===== src/rtl/cond_exec_stage_if.sv =====
// Decode-to-execute control bus for the conditional-execution stage.
// The master drives decode-side controls and observes the gated E-stage outputs.
interface cond_exec_stage_if #(
  parameter int unsigned CNT_W = 16
);
  logic             StallE;
  logic             FlushE;
  logic [3:0]       CondD;
  logic [1:0]       FlagWD;
  logic             PCSD;
  logic             RegWD;
  logic             MemWD;
  logic             MemtoRegD;
  logic             ALUSrcD;
  logic             NoWriteD;
  logic [1:0]       ALUControlD;
  logic [3:0]       ALUFlags;

  logic             PCSrcE;
  logic             RegWriteE;
  logic             MemWriteE;
  logic             MemtoRegE;
  logic             ALUSrcE;
  logic [1:0]       ALUControlE;
  logic             CondExE;
  logic [3:0]       Flags;
  logic [CNT_W-1:0] ExecCnt;
  logic [CNT_W-1:0] AnnulCnt;

  modport master (
    output StallE, FlushE, CondD, FlagWD, PCSD, RegWD, MemWD, MemtoRegD,
           ALUSrcD, NoWriteD, ALUControlD, ALUFlags,
    input  PCSrcE, RegWriteE, MemWriteE, MemtoRegE, ALUSrcE, ALUControlE,
           CondExE, Flags, ExecCnt, AnnulCnt
  );

  modport slave (
    input  StallE, FlushE, CondD, FlagWD, PCSD, RegWD, MemWD, MemtoRegD,
           ALUSrcD, NoWriteD, ALUControlD, ALUFlags,
    output PCSrcE, RegWriteE, MemWriteE, MemtoRegE, ALUSrcE, ALUControlE,
           CondExE, Flags, ExecCnt, AnnulCnt
  );
endinterface


===== src/rtl/cond_exec_stage.sv =====
// Execute-stage control register and conditional-execution unit: evaluates the
// condition field against committed NZCV, gates side effects, owns flags and retire counters.
module cond_exec_stage #(
  parameter int unsigned CNT_W = 16
) (
  input  logic             clk,
  input  logic             reset,
  cond_exec_stage_if.slave bus
);

  localparam int unsigned NZCV_W = 4;
  localparam logic [CNT_W-1:0] CNT_MAX = '1;

  typedef struct packed {
    logic       valid;
    logic [3:0] cond;
    logic [1:0] flag_we;
    logic       pcs;
    logic       reg_we;
    logic       mem_we;
    logic       mem_to_reg;
    logic       alu_src;
    logic       no_write;
    logic [1:0] alu_ctl;
  } ereg_t;

  ereg_t              e_q, e_d;
  logic [NZCV_W-1:0]  flags_q, flags_d;
  logic [CNT_W-1:0]   exec_cnt_q, exec_cnt_d;
  logic [CNT_W-1:0]   annul_cnt_q, annul_cnt_d;

  logic cond_pass_c;
  logic go_c;
  logic retire_c;

  // ARM condition-code evaluation on {N,Z,C,V}
  function automatic logic cond_eval(input logic [3:0] cond, input logic [NZCV_W-1:0] nzcv);
    logic n, z, c, v;
    logic pass;
    n = nzcv[3];
    z = nzcv[2];
    c = nzcv[1];
    v = nzcv[0];
    case (cond)
      4'b0000: pass = z;
      4'b0001: pass = ~z;
      4'b0010: pass = c;
      4'b0011: pass = ~c;
      4'b0100: pass = n;
      4'b0101: pass = ~n;
      4'b0110: pass = v;
      4'b0111: pass = ~v;
      4'b1000: pass = c & ~z;
      4'b1001: pass = ~c | z;
      4'b1010: pass = (n == v);
      4'b1011: pass = (n != v);
      4'b1100: pass = ~z & (n == v);
      4'b1101: pass = z | (n != v);
      4'b1110: pass = 1'b1;
      default: pass = 1'b0;
    endcase
    return pass;
  endfunction

  // Condition always sees the committed (pre-update) flags
  always_comb begin
    cond_pass_c = cond_eval(e_q.cond, flags_q);
    go_c        = e_q.valid & ~bus.StallE & cond_pass_c;
    retire_c    = e_q.valid & ~bus.StallE;
  end

  // E register next state: flush beats stall
  always_comb begin
    e_d = e_q;
    if (bus.FlushE) begin
      e_d = '0;
    end else if (!bus.StallE) begin
      e_d.valid      = 1'b1;
      e_d.cond       = bus.CondD;
      e_d.flag_we    = bus.FlagWD;
      e_d.pcs        = bus.PCSD;
      e_d.reg_we     = bus.RegWD;
      e_d.mem_we     = bus.MemWD;
      e_d.mem_to_reg = bus.MemtoRegD;
      e_d.alu_src    = bus.ALUSrcD;
      e_d.no_write   = bus.NoWriteD;
      e_d.alu_ctl    = bus.ALUControlD;
    end
  end

  // Split flag write: NZ and CV enables are independent
  always_comb begin
    flags_d = flags_q;
    if (go_c && e_q.flag_we[1]) begin
      flags_d[3:2] = bus.ALUFlags[3:2];
    end
    if (go_c && e_q.flag_we[0]) begin
      flags_d[1:0] = bus.ALUFlags[1:0];
    end
  end

  // Saturating retire counters
  always_comb begin
    exec_cnt_d  = exec_cnt_q;
    annul_cnt_d = annul_cnt_q;
    if (retire_c) begin
      if (cond_pass_c) begin
        if (exec_cnt_q != CNT_MAX) begin
          exec_cnt_d = exec_cnt_q + CNT_W'(1);
        end
      end else begin
        if (annul_cnt_q != CNT_MAX) begin
          annul_cnt_d = annul_cnt_q + CNT_W'(1);
        end
      end
    end
  end

  always_ff @(posedge clk or posedge reset) begin
    if (reset) begin
      e_q         <= '0;
      flags_q     <= '0;
      exec_cnt_q  <= '0;
      annul_cnt_q <= '0;
    end else begin
      e_q         <= e_d;
      flags_q     <= flags_d;
      exec_cnt_q  <= exec_cnt_d;
      annul_cnt_q <= annul_cnt_d;
    end
  end

  assign bus.PCSrcE      = e_q.pcs & go_c;
  assign bus.RegWriteE   = e_q.reg_we & ~e_q.no_write & go_c;
  assign bus.MemWriteE   = e_q.mem_we & go_c;
  assign bus.MemtoRegE   = e_q.mem_to_reg;
  assign bus.ALUSrcE     = e_q.alu_src;
  assign bus.ALUControlE = e_q.alu_ctl;
  assign bus.CondExE     = e_q.valid & cond_pass_c;
  assign bus.Flags       = flags_q;
  assign bus.ExecCnt     = exec_cnt_q;
  assign bus.AnnulCnt    = annul_cnt_q;

endmodule


===== src/flat_wrapper.sv =====
// flat-port wrapper written by rule: the top's interface ports become plain ports
module cond_exec_stage_flat 
#(
  parameter int unsigned CNT_W = 16
)
  (clk, reset, bus_StallE, bus_FlushE, bus_CondD, bus_FlagWD, bus_PCSD, bus_RegWD, bus_MemWD, bus_MemtoRegD, bus_ALUSrcD, bus_NoWriteD, bus_ALUControlD, bus_ALUFlags, bus_PCSrcE, bus_RegWriteE, bus_MemWriteE, bus_MemtoRegE, bus_ALUSrcE, bus_ALUControlE, bus_CondExE, bus_Flags, bus_ExecCnt, bus_AnnulCnt);
  cond_exec_stage_if #(.CNT_W(CNT_W)) bus_i ();
  input  logic clk;
  input  logic reset;
  input wire logic [$bits(bus_i.StallE)-1:0] bus_StallE;
  input wire logic [$bits(bus_i.FlushE)-1:0] bus_FlushE;
  input wire logic [$bits(bus_i.CondD)-1:0] bus_CondD;
  input wire logic [$bits(bus_i.FlagWD)-1:0] bus_FlagWD;
  input wire logic [$bits(bus_i.PCSD)-1:0] bus_PCSD;
  input wire logic [$bits(bus_i.RegWD)-1:0] bus_RegWD;
  input wire logic [$bits(bus_i.MemWD)-1:0] bus_MemWD;
  input wire logic [$bits(bus_i.MemtoRegD)-1:0] bus_MemtoRegD;
  input wire logic [$bits(bus_i.ALUSrcD)-1:0] bus_ALUSrcD;
  input wire logic [$bits(bus_i.NoWriteD)-1:0] bus_NoWriteD;
  input wire logic [$bits(bus_i.ALUControlD)-1:0] bus_ALUControlD;
  input wire logic [$bits(bus_i.ALUFlags)-1:0] bus_ALUFlags;
  output wire logic [$bits(bus_i.PCSrcE)-1:0] bus_PCSrcE;
  output wire logic [$bits(bus_i.RegWriteE)-1:0] bus_RegWriteE;
  output wire logic [$bits(bus_i.MemWriteE)-1:0] bus_MemWriteE;
  output wire logic [$bits(bus_i.MemtoRegE)-1:0] bus_MemtoRegE;
  output wire logic [$bits(bus_i.ALUSrcE)-1:0] bus_ALUSrcE;
  output wire logic [$bits(bus_i.ALUControlE)-1:0] bus_ALUControlE;
  output wire logic [$bits(bus_i.CondExE)-1:0] bus_CondExE;
  output wire logic [$bits(bus_i.Flags)-1:0] bus_Flags;
  output wire logic [$bits(bus_i.ExecCnt)-1:0] bus_ExecCnt;
  output wire logic [$bits(bus_i.AnnulCnt)-1:0] bus_AnnulCnt;
  assign bus_i.StallE = bus_StallE;
  assign bus_i.FlushE = bus_FlushE;
  assign bus_i.CondD = bus_CondD;
  assign bus_i.FlagWD = bus_FlagWD;
  assign bus_i.PCSD = bus_PCSD;
  assign bus_i.RegWD = bus_RegWD;
  assign bus_i.MemWD = bus_MemWD;
  assign bus_i.MemtoRegD = bus_MemtoRegD;
  assign bus_i.ALUSrcD = bus_ALUSrcD;
  assign bus_i.NoWriteD = bus_NoWriteD;
  assign bus_i.ALUControlD = bus_ALUControlD;
  assign bus_i.ALUFlags = bus_ALUFlags;
  assign bus_PCSrcE = bus_i.PCSrcE;
  assign bus_RegWriteE = bus_i.RegWriteE;
  assign bus_MemWriteE = bus_i.MemWriteE;
  assign bus_MemtoRegE = bus_i.MemtoRegE;
  assign bus_ALUSrcE = bus_i.ALUSrcE;
  assign bus_ALUControlE = bus_i.ALUControlE;
  assign bus_CondExE = bus_i.CondExE;
  assign bus_Flags = bus_i.Flags;
  assign bus_ExecCnt = bus_i.ExecCnt;
  assign bus_AnnulCnt = bus_i.AnnulCnt;
  cond_exec_stage #(.CNT_W(CNT_W)) u_core (.clk(clk), .reset(reset), .bus(bus_i));
endmodule

===== config.mk =====
export PLATFORM = sky130hd
export DESIGN_NAME = cond_exec_stage_flat
export DESIGN_NICKNAME = d
export VERILOG_FILES = /design/src/rtl/cond_exec_stage_if.sv /design/src/rtl/cond_exec_stage.sv /design/src/flat_wrapper.sv
export SDC_FILE = /design/constraint.sdc
export NUM_CORES = 1
export LEC_CHECK = 0
export ABC_CLOCK_PERIOD_IN_PS = 3100
export CORE_ASPECT_RATIO = 0.8
export CORE_MARGIN = 2
export CORE_UTILIZATION = 45
export DETAILED_ROUTE_END_ITERATION = 8
export PLACE_DENSITY = 0.72
export REMOVE_ABC_BUFFERS = 1
export SYNTH_ARGS = -nofsm -noshare
export SYNTH_HDL_FRONTEND = slang
export SYNTH_SLANG_ARGS = --single-unit

===== constraint.sdc =====
create_clock -name clk -period 3.1 [get_ports clk]
set_clock_uncertainty 0.2 [all_clocks]
set_input_delay 0.62 -clock clk [delete_from_list [all_inputs] [get_ports clk]]
set_output_delay 0.62 -clock clk [all_outputs]
set_load 0.02 [all_outputs]

==> results of run 1 <==
==> worst max-delay path by stage <==
| stage | start | to | slack (ns) | depth (start not counted) |
|---|---|---|---|---|
| floorplan | u_core.bus.Flags[0] | bus_RegWriteE | 0.10 | 5 |
| global placement | u_core.bus.Flags[3] | bus_RegWriteE | 0.12 | 6 |
| detailed placement | u_core.bus.Flags[3] | bus_RegWriteE | 0.06 | 6 |
| CTS | u_core.bus.Flags[3] | bus_MemWriteE | 0.004 | 7 |
| global route | u_core.bus.Flags[0] | bus_PCSrcE | -0.02 | 8 |
| finish | u_core.bus.Flags[2] | bus_MemWriteE | 0.08 | 7 |
==> routing by layer <==
metal | wire [um] | part of all wire | vias up
met2 | 2459 | 0.45 | 64
met3 | 388 | 0.071 | 7
met4 | 60 | 0.011 | 0
met1 | 2539 | 0.47 | 966
li1 | - | - | 977
met5 | 0 | 0 | -
==> power breakdown <==
part,leakage [nW],total (mW),internal [mW],switching (mW)
combinational,0.788,0.479,0.243,0.236
sequential,0.678,0.818,0.734,0.0834
clock,0.0402,0.382,0.157,0.224
total,1.51,1.68,1.13,0.544
==> cells in the mapped netlist <==
| library cell | number | area share |
|---|---|---|
| dfrtp_1 | 51 | 0.50 |
| nor2_1 | 30 | 0.044 |
| xnor2_1 | 20 | 0.068 |
| nand3_1 | 19 | 0.037 |
| mux2i_1 | 15 | 0.058 |
| xor2_1 | 12 | 0.041 |
| and3_1 | 11 | 0.027 |
| nand4_1 | 11 | 0.027 |
| nand2_1 | 10 | 0.015 |
| nor3_1 | 10 | 0.019 |
| inv_1 | 8 | 0.012 |
| mux2_2 | 7 | 0.031 |
| clkbuf_1 | 6 | 0.0087 |
| buf_4 | 3 | 0.0087 |
| and2_1 | 2 | 0.0049 |
| buf_6 | 2 | 0.0087 |
| ha_1 | 2 | 0.0097 |
| nand2b_1 | 2 | 0.0049 |
| nand4b_1 | 2 | 0.0068 |
| nor2b_1 | 2 | 0.0049 |
| nor4_1 | 2 | 0.0049 |
| a211o_1 | 1 | 0.0034 |
| a21oi_1 | 1 | 0.0019 |
| a31oi_2 | 1 | 0.0049 |
| and4_1 | 1 | 0.0034 |
| buf_2 | 1 | 0.0019 |
| clkbuf_2 | 1 | 0.0019 |
| mux2_4 | 1 | 0.0058 |
| nand3_2 | 1 | 0.0039 |
| nand3b_1 | 1 | 0.0029 |
| nor3_4 | 1 | 0.0063 |
| nor3b_1 | 1 | 0.0029 |
| nor4_2 | 1 | 0.0049 |
| nor4b_1 | 1 | 0.0034 |
| o21ai_0 | 1 | 0.0019 |
| o2bb2ai_1 | 1 | 0.0034 |
| o31a_1 | 1 | 0.0034 |
| o31ai_1 | 1 | 0.0029 |
| o31ai_2 | 1 | 0.0049 |
==> sequential cells by signal, summed over array words and instances, names as in the netlist <==
name,flops
u_core.bus.AnnulCnt,16
u_core.bus.ExecCnt,16
u_core.e_q,11
u_core.bus.Flags,4
u_core.bus.ALUControlE,2
u_core.bus.ALUSrcE,1
u_core.bus.MemtoRegE,1
==> cell families (layout without fill, tap and decap cells) <==
kind of cell	Yosys count	count (layout)	synth area share
muxes	23	23	0.09480
and+or+nand+nor	108	108	0.2222
AOI/OAI and AO/OA	8	8	0.02674
DFF	51	51	0.4959
buffers and inverters	21	91	0.04180
xor gates and xnor gates	32	32	0.1089
adders and majority gates	2	2	0.009721
==> through the flow <==
stage / power, mW / setup TNS (ns) / setup WS (ns) / util / hold slack, ns
floorplan: 1.068 / 0 / 0.1030 / - / 0.2808
global placement: 1.290 / 0 / 0.1237 / 0.6013 / 0.2791
detailed placement: 1.296 / 0 / 0.05948 / 0.6013 / 0.2808
CTS: 1.677 / 0 / 0.003705 / 0.6161 / 0.2999
global route: 1.773 / -0.03525 / -0.02073 / 0.6241 / 0.3097
finish: 1.678 / 0 / 0.07833 / 0.6241 / 0.2907
==> worst register-to-register path: stages (launching register included) <==
cell     delay (ns)
dfrtp_1        0.45
xor2_2         0.19
a211o_1        0.35
a31oi_4        0.23
nor3_4         0.08
buf_4          0.15
buf_4          0.20
nor4_1         0.31
mux2_2         0.36
==> layout make-up <==
cell class,count,area share
flip-flops and latches,51,0.3732
multi-input cells,173,0.3546
repair buffers,75,0.2090
well taps,78,0.02846
clock buffers,5,0.02007
inverters,8,0.008756
clock inverters,3,0.005837
==> timing repair <==
| item | in CTS | in global routing |
|---|---|---|
| buffers inserted | 0 | 2 |
| pin swaps | 0 | 2 |
| setup endpoints to repair | 4 | 3 |
| cloned | 0 | 0 |
| resized for setup | 9 | 7 |
==> impl_metrics.csv, run 1 <==
group,metric,value,unit
run_status,result_of_the_run,"finished, final reports clean",
finish,area_of_the_multi_input_gates,1216,um2
yosys,synth_area_per_cell,10.50,um2
finish,layout.nets,338,
power_and_ir_drop,leakage,1.506,nW
floorplanning,initial_utilization,0.4684,
finish,layout.cells.most_common,"clkdlybuf4s50_1",
cts,clock_sinks,51,
cts,clkSlewWorstSetupHoldPaths,0.10,ns
grt,global_route.usage.total,0.1822,
critical_path,slowest_stage,"dfrtp_1",
critical_path,cpLargestDelayFamily,"simple AND/OR/NAND/NOR gates",
critical_path,setup.worst_path.start_class,"register",
yosys,synth.cell_area,2574,um2
grt,grt_antenna_before_repair,0,
finish,num_antenna_cells,0,
sta,period_minus_slack,3.022,ns
detailed_routing,remaining_design_rule_violation_count,0,
grt,grt_first_pass_wirelength,9.156,mm
cts,cts_buffers,5,
sta,timing.final.crit_share,0.9747,
cts,cell_at_the_root_of_the_clock_tree,"clkbuf_8",
grt,top_usage_layer,"met2",
floorplanning,die_width,88.56,um
finish,fin_area,3430,um2
hold_path,hold_start,"u_core.bus.AnnulCnt[14]",
placement,buffer_ports.inserted,65,
sta,number_of_hold_violations_in_the_final_report,0,
critical_path,reg2reg_slack,0.49,ns
cts,cts_tree,"yes",
finish,ff_latch_area,1280,um2
placement,place_hpwl,3.853,mm
power_and_ir_drop,pwr_density_cell,489.4,nW/um2
cts,postCtsHoldBufs,0,
grt,gr-usage-met2,0.2757,
placement,post-place-cells,383,
cts,htreeDepth,2,
hold_path,worst_hold_path_depth,1,
critical_path,critical_path.reg2reg.startpoint,"u_core.bus.Flags[3]",
critical_path,rr_endpoint,"u_core.bus.ExecCnt[12]",
placement,place.gp.congestion,0.7733,
sta,max_slew.worst_pin.slew,0.6306,ns
flow_run,cap_violations,0,
power_and_ir_drop,worst_ir_drop_vdd,0.2522,mV
yosys,part_of_the_yosys_area_used_for_sequential_elements,0.4959,
placement,detailed_place.area,3304,um2
cts,clock_latency,0.30,ns
sta,maxSlewHeadroom,0.5796,
finish,layout.cells.non_filler,393,
detailed_routing,drt_pre_antenna_iters,4,
finish,area_growth_syn_to_layout,33.25,%
detailed_routing,post_detailed_route_via_to_cell_ratio,5.125,
cts,max-clock-path-buffers,2,
grt,grt.met3_usage,0.06336,
hold_path,worstHoldEndpoint,"u_core.bus.AnnulCnt[14]",
grt,grt_use_met1,0.2521,
floorplanning,row_count,24,
grt,largest_net_degree_at_the_start_of_global_routing,52,
grt,gr-total-overflow,0,
yosys,ys_types,39,
critical_path,critPathBufInv,1,
yosys,yosysWarningCount,0,
detailed_routing,drt-wirelength-per-cell,13.86,um
yosys,netlist_instances,245,
critical_path,cpPeakStageDelay,0.43,ns
finish,layout.cells.most_common_list,"61 x clkdlybuf4s50_1, 48 x dfrtp_1, 30 x nor2_1",
finish,fillers,465,
detailed_routing,wirelength,5.447,mm
sta,fmax,330.9,MHz
detailed_routing,detailedRoute.firstIterationViolations,128,
critical_path,critPathCaptureType,"output port",
grt,via_count_of_the_first_global_routing_pass,1991,
critical_path,rr_worst_depth,8,
critical_path,worst-path-max-fanout,5,
floorplanning,die_area,6344,um2
floorplanning,core_area,5495,um2
finish,drive_gt1_frac,0.1238,
floorplanning,boundaryPins,66,
critical_path,crit_required,2.28,ns
hold_path,timing.hold.worst.class,"register to register",
floorplanning,die_span_y,71.64,um
sta,slew_violations,0,
detailed_routing,ant_nets,0,
critical_path,crit_type,"register to output port",
sta,setup_viol_count_final,0,
yosys,ys_seq_elements,51,
critical_path,crit_chain,"nand3b_1 > o2bb2ai_2 > mux2_4 > nor3_4 > nor2_1 > and2_1 > dlygate4sd2_1",
detailed_routing,vias,2014,
critical_path,arrival,2.20,ns
Note: power is estimated with default switching activity, not from simulation.
==> run 2: changes to the inputs <==
--- a/config.mk
+++ b/config.mk
@@ -5,7 +5,6 @@
 export SDC_FILE = /design/constraint.sdc
 export NUM_CORES = 1
 export LEC_CHECK = 0
-export ABC_CLOCK_PERIOD_IN_PS = 3100
 export CORE_ASPECT_RATIO = 0.8
 export CORE_MARGIN = 2
 export CORE_UTILIZATION = 45
==> results of run 2 <==
Same layout as run 1: the final DEF is identical, and so are final timing and power.
==> run 3: changes to the inputs <==
--- a/config.mk
+++ b/config.mk
@@ -5,11 +5,13 @@
 export SDC_FILE = /design/constraint.sdc
 export NUM_CORES = 1
 export LEC_CHECK = 0
+export CELL_PAD_IN_SITES_DETAIL_PLACEMENT = 1
+export CELL_PAD_IN_SITES_GLOBAL_PLACEMENT = 1
 export CORE_ASPECT_RATIO = 0.8
 export CORE_MARGIN = 2
-export CORE_UTILIZATION = 45
+export CORE_UTILIZATION = 37
 export DETAILED_ROUTE_END_ITERATION = 8
-export PLACE_DENSITY = 0.72
+export PLACE_DENSITY = 0.77
 export REMOVE_ABC_BUFFERS = 1
 export SYNTH_ARGS = -nofsm -noshare
 export SYNTH_HDL_FRONTEND = slang
==> impl_metrics.csv, run 3 (same netlist as run 1, synthesis figures left out) <==
group,metric,value,unit
placement,detailed_place.area,3331,um2
power_and_ir_drop,comb_power_share,0.287,
floorplanning,row_count,27,
grt,gr-total-overflow,0,
cts,cts_buffers,5,
detailed_routing,drt_pre_antenna_iters,4,
critical_path,worst-path-max-fanout,4,
hold_path,worst_hold_path_depth,1,
floorplanning,die_area,7643,um2
detailed_routing,wirelength,6.489,mm
critical_path,critical_path.reg2reg.startpoint,"u_core.bus.Flags[0]",
run_status,result_of_the_run,"finished, final reports clean",
finish,layout.cells.most_common,"clkdlybuf4s50_1",
critical_path,crit_type,"register to output port",
sta,slew_violations,0,
critical_path,arrival,2.10,ns
finish,num_antenna_cells,0,
cts,cts_tree,"yes",
cts,htreeDepth,2,
power_and_ir_drop,pwr_density_cell,499.1,nW/um2
sta,max_slew.worst_pin.slew,0.5695,ns
power_and_ir_drop,sequential_power_share,0.482,
power_and_ir_drop,switching_share,0.3272,
finish,fillers,779,
cts,clock_sinks,51,
detailed_routing,vias,2077,
grt,grt_antenna_before_repair,0,
detailed_routing,remaining_design_rule_violation_count,0,
finish,fin_area,3436,um2
placement,post-place-cells,394,
detailed_routing,ant_nets,0,
sta,maxSlewHeadroom,0.6191,
critical_path,crit_chain,"nand3b_1 > o2bb2ai_2 > mux2_4 > nor3_4 > nor2_1 > and2_1 > clkbuf_2",
finish,layout.cells.most_common_list,"61 x clkdlybuf4s50_1, 49 x dfrtp_1, 30 x nor2_1",
critical_path,cpPeakStageDelay,0.42,ns
grt,largest_net_degree_at_the_start_of_global_routing,24,
finish,drive_gt1_frac,0.1329,
sta,fmax,342.8,MHz
hold_path,timing.hold.worst.class,"register to register",
grt,via_count_of_the_first_global_routing_pass,2260,
flow_run,cap_violations,0,
sta,rsz0062_at_grt,"false",
critical_path,setup.worst_path.start_class,"register",
power_and_ir_drop,worst_ir_drop_vdd,0.2392,mV
grt,global_route.usage.total,0.1824,
detailed_routing,drt-wirelength-per-cell,16.10,um
placement,buffer_ports.inserted,65,
power_and_ir_drop,power_report.internal_total,1.154,mW
floorplanning,die_span_y,78.60,um
sta,period_minus_slack,2.917,ns
critical_path,crit_required,2.28,ns
hold_path,worstHoldEndpoint,"u_core.bus.AnnulCnt[5]",
floorplanning,core_area,6824,um2
power_and_ir_drop,leakage,1.515,nW
power_and_ir_drop,power.share.clock,0.232,
cts,cell_at_the_root_of_the_clock_tree,"clkbuf_8",
grt,grt_first_pass_wirelength,11.24,mm
floorplanning,boundaryPins,66,
power_and_ir_drop,post-layout-total-power,1.715,mW
sta,timing.final.crit_share,0.9410,
finish,area_growth_syn_to_layout,33.50,%
placement,place.gp.congestion,0.7396,
critical_path,critPathCaptureType,"output port",
critical_path,reg2reg_slack,0.44,ns
detailed_routing,post_detailed_route_via_to_cell_ratio,5.154,
sta,whs,0.2989,ns
detailed_routing,detailedRoute.firstIterationViolations,90,
power_and_ir_drop,power.switching,561.1,uW
critical_path,rr_endpoint,"u_core.bus.ExecCnt[12]",
sta,setup_viol_count_final,0,
cts,clock_latency,0.31,ns
critical_path,slowest_stage,"dfrtp_1",
floorplanning,initial_utilization,0.3772,
finish,layout.nets,340,
sta,number_of_hold_violations_in_the_final_report,0,
critical_path,rr_worst_depth,9,
cts,max-clock-path-buffers,2,
cts,postCtsHoldBufs,0,
hold_path,hold_start,"u_core.bus.AnnulCnt[5]",
finish,layout.cells.non_filler,403,
cts,clkSlewWorstSetupHoldPaths,0.09,ns
placement,place_hpwl,4.757,mm
floorplanning,die_width,97.25,um
==> run 3: changes by cell type in the layout (fill, tap and decap cells not counted), sizes merged <==
cell         before  now
dlygate4sd2       3    0
clkbuf            5    9
clkinvlp          2    0
buf              11   13
==> run 3: worst max-delay path: cells and delay by family (launching register included) <==
family	cells	cell delay, ns
and+or+nand+nor	4	0.71
AOI/OAI and AO/OA	1	0.18
DFF	1	0.42
buffers and inverters	1	0.15
muxes	1	0.33
==> run 3: stage by stage <==
| step | setup WS, ns | TNS [ns] | util |
|---|---|---|---|
| floorplan | 0.1030 | 0 | - |
| global placement | 0.1078 | 0 | 0.4881 |
| detailed placement | -0.01704 | -0.01704 | 0.4881 |
| CTS | 0.01419 | 0 | 0.5037 |
| global route | 0.04147 | 0 | 0.5035 |
| finish | 0.1829 | 0 | 0.5035 |
==> run 3: worst max-delay path by stage <==
stage,from,end,slack [ns],cells past startpoint
after detailed placement,u_core.bus.Flags[3],bus_RegWriteE,-0.02,6
after CTS,u_core.bus.Flags[3],bus_RegWriteE,0.01,6
after floorplan,u_core.bus.Flags[0],bus_RegWriteE,0.10,5
final,u_core.bus.Flags[2],bus_PCSrcE,0.18,7
after global placement,u_core.e_q[12],bus_RegWriteE,0.11,6
after global routing,u_core.bus.Flags[0],bus_PCSrcE,0.04,8
==> run 3: timing repair <==
action	4_1_cts	5_1_grt
buffers inserted	1	1
gates cloned	0	0
pin swaps	0	1
resized for setup	9	11
setup endpoints to repair	4	4
endpoints found under the hold margin	0	0
==> run 3: final cells by class <==
type | count | area [um2] | share of cell area
clock buffer | 6 | 82.58 | 0.02403
clock inverter | 1 | 5.005 | 0.001457
inverter | 8 | 30.03 | 0.008740
multi-input combinational | 173 | 1210 | 0.3521
sequential | 51 | 1279 | 0.3722
tap | 87 | 108.9 | 0.03168
timing repair buffer | 77 | 720.7 | 0.2098
==> run 3: routing by layer <==
metal  wire length [um]  track usage
met3                318      0.04185
met1               3080       0.2477
met4                 63      0.04167
met2               3027       0.3000
met5                  0            0
==> run 3: power by group through the flow <==
stage               clock network (mW)  logic (mW)  registers [mW]
finish                           0.397       0.492           0.826
global route                     0.441       0.535           0.841
CTS                              0.416       0.496           0.827
detailed placement                   0       0.486           0.839
global placement                     0       0.473           0.832
floorplan                            0       0.178           0.890
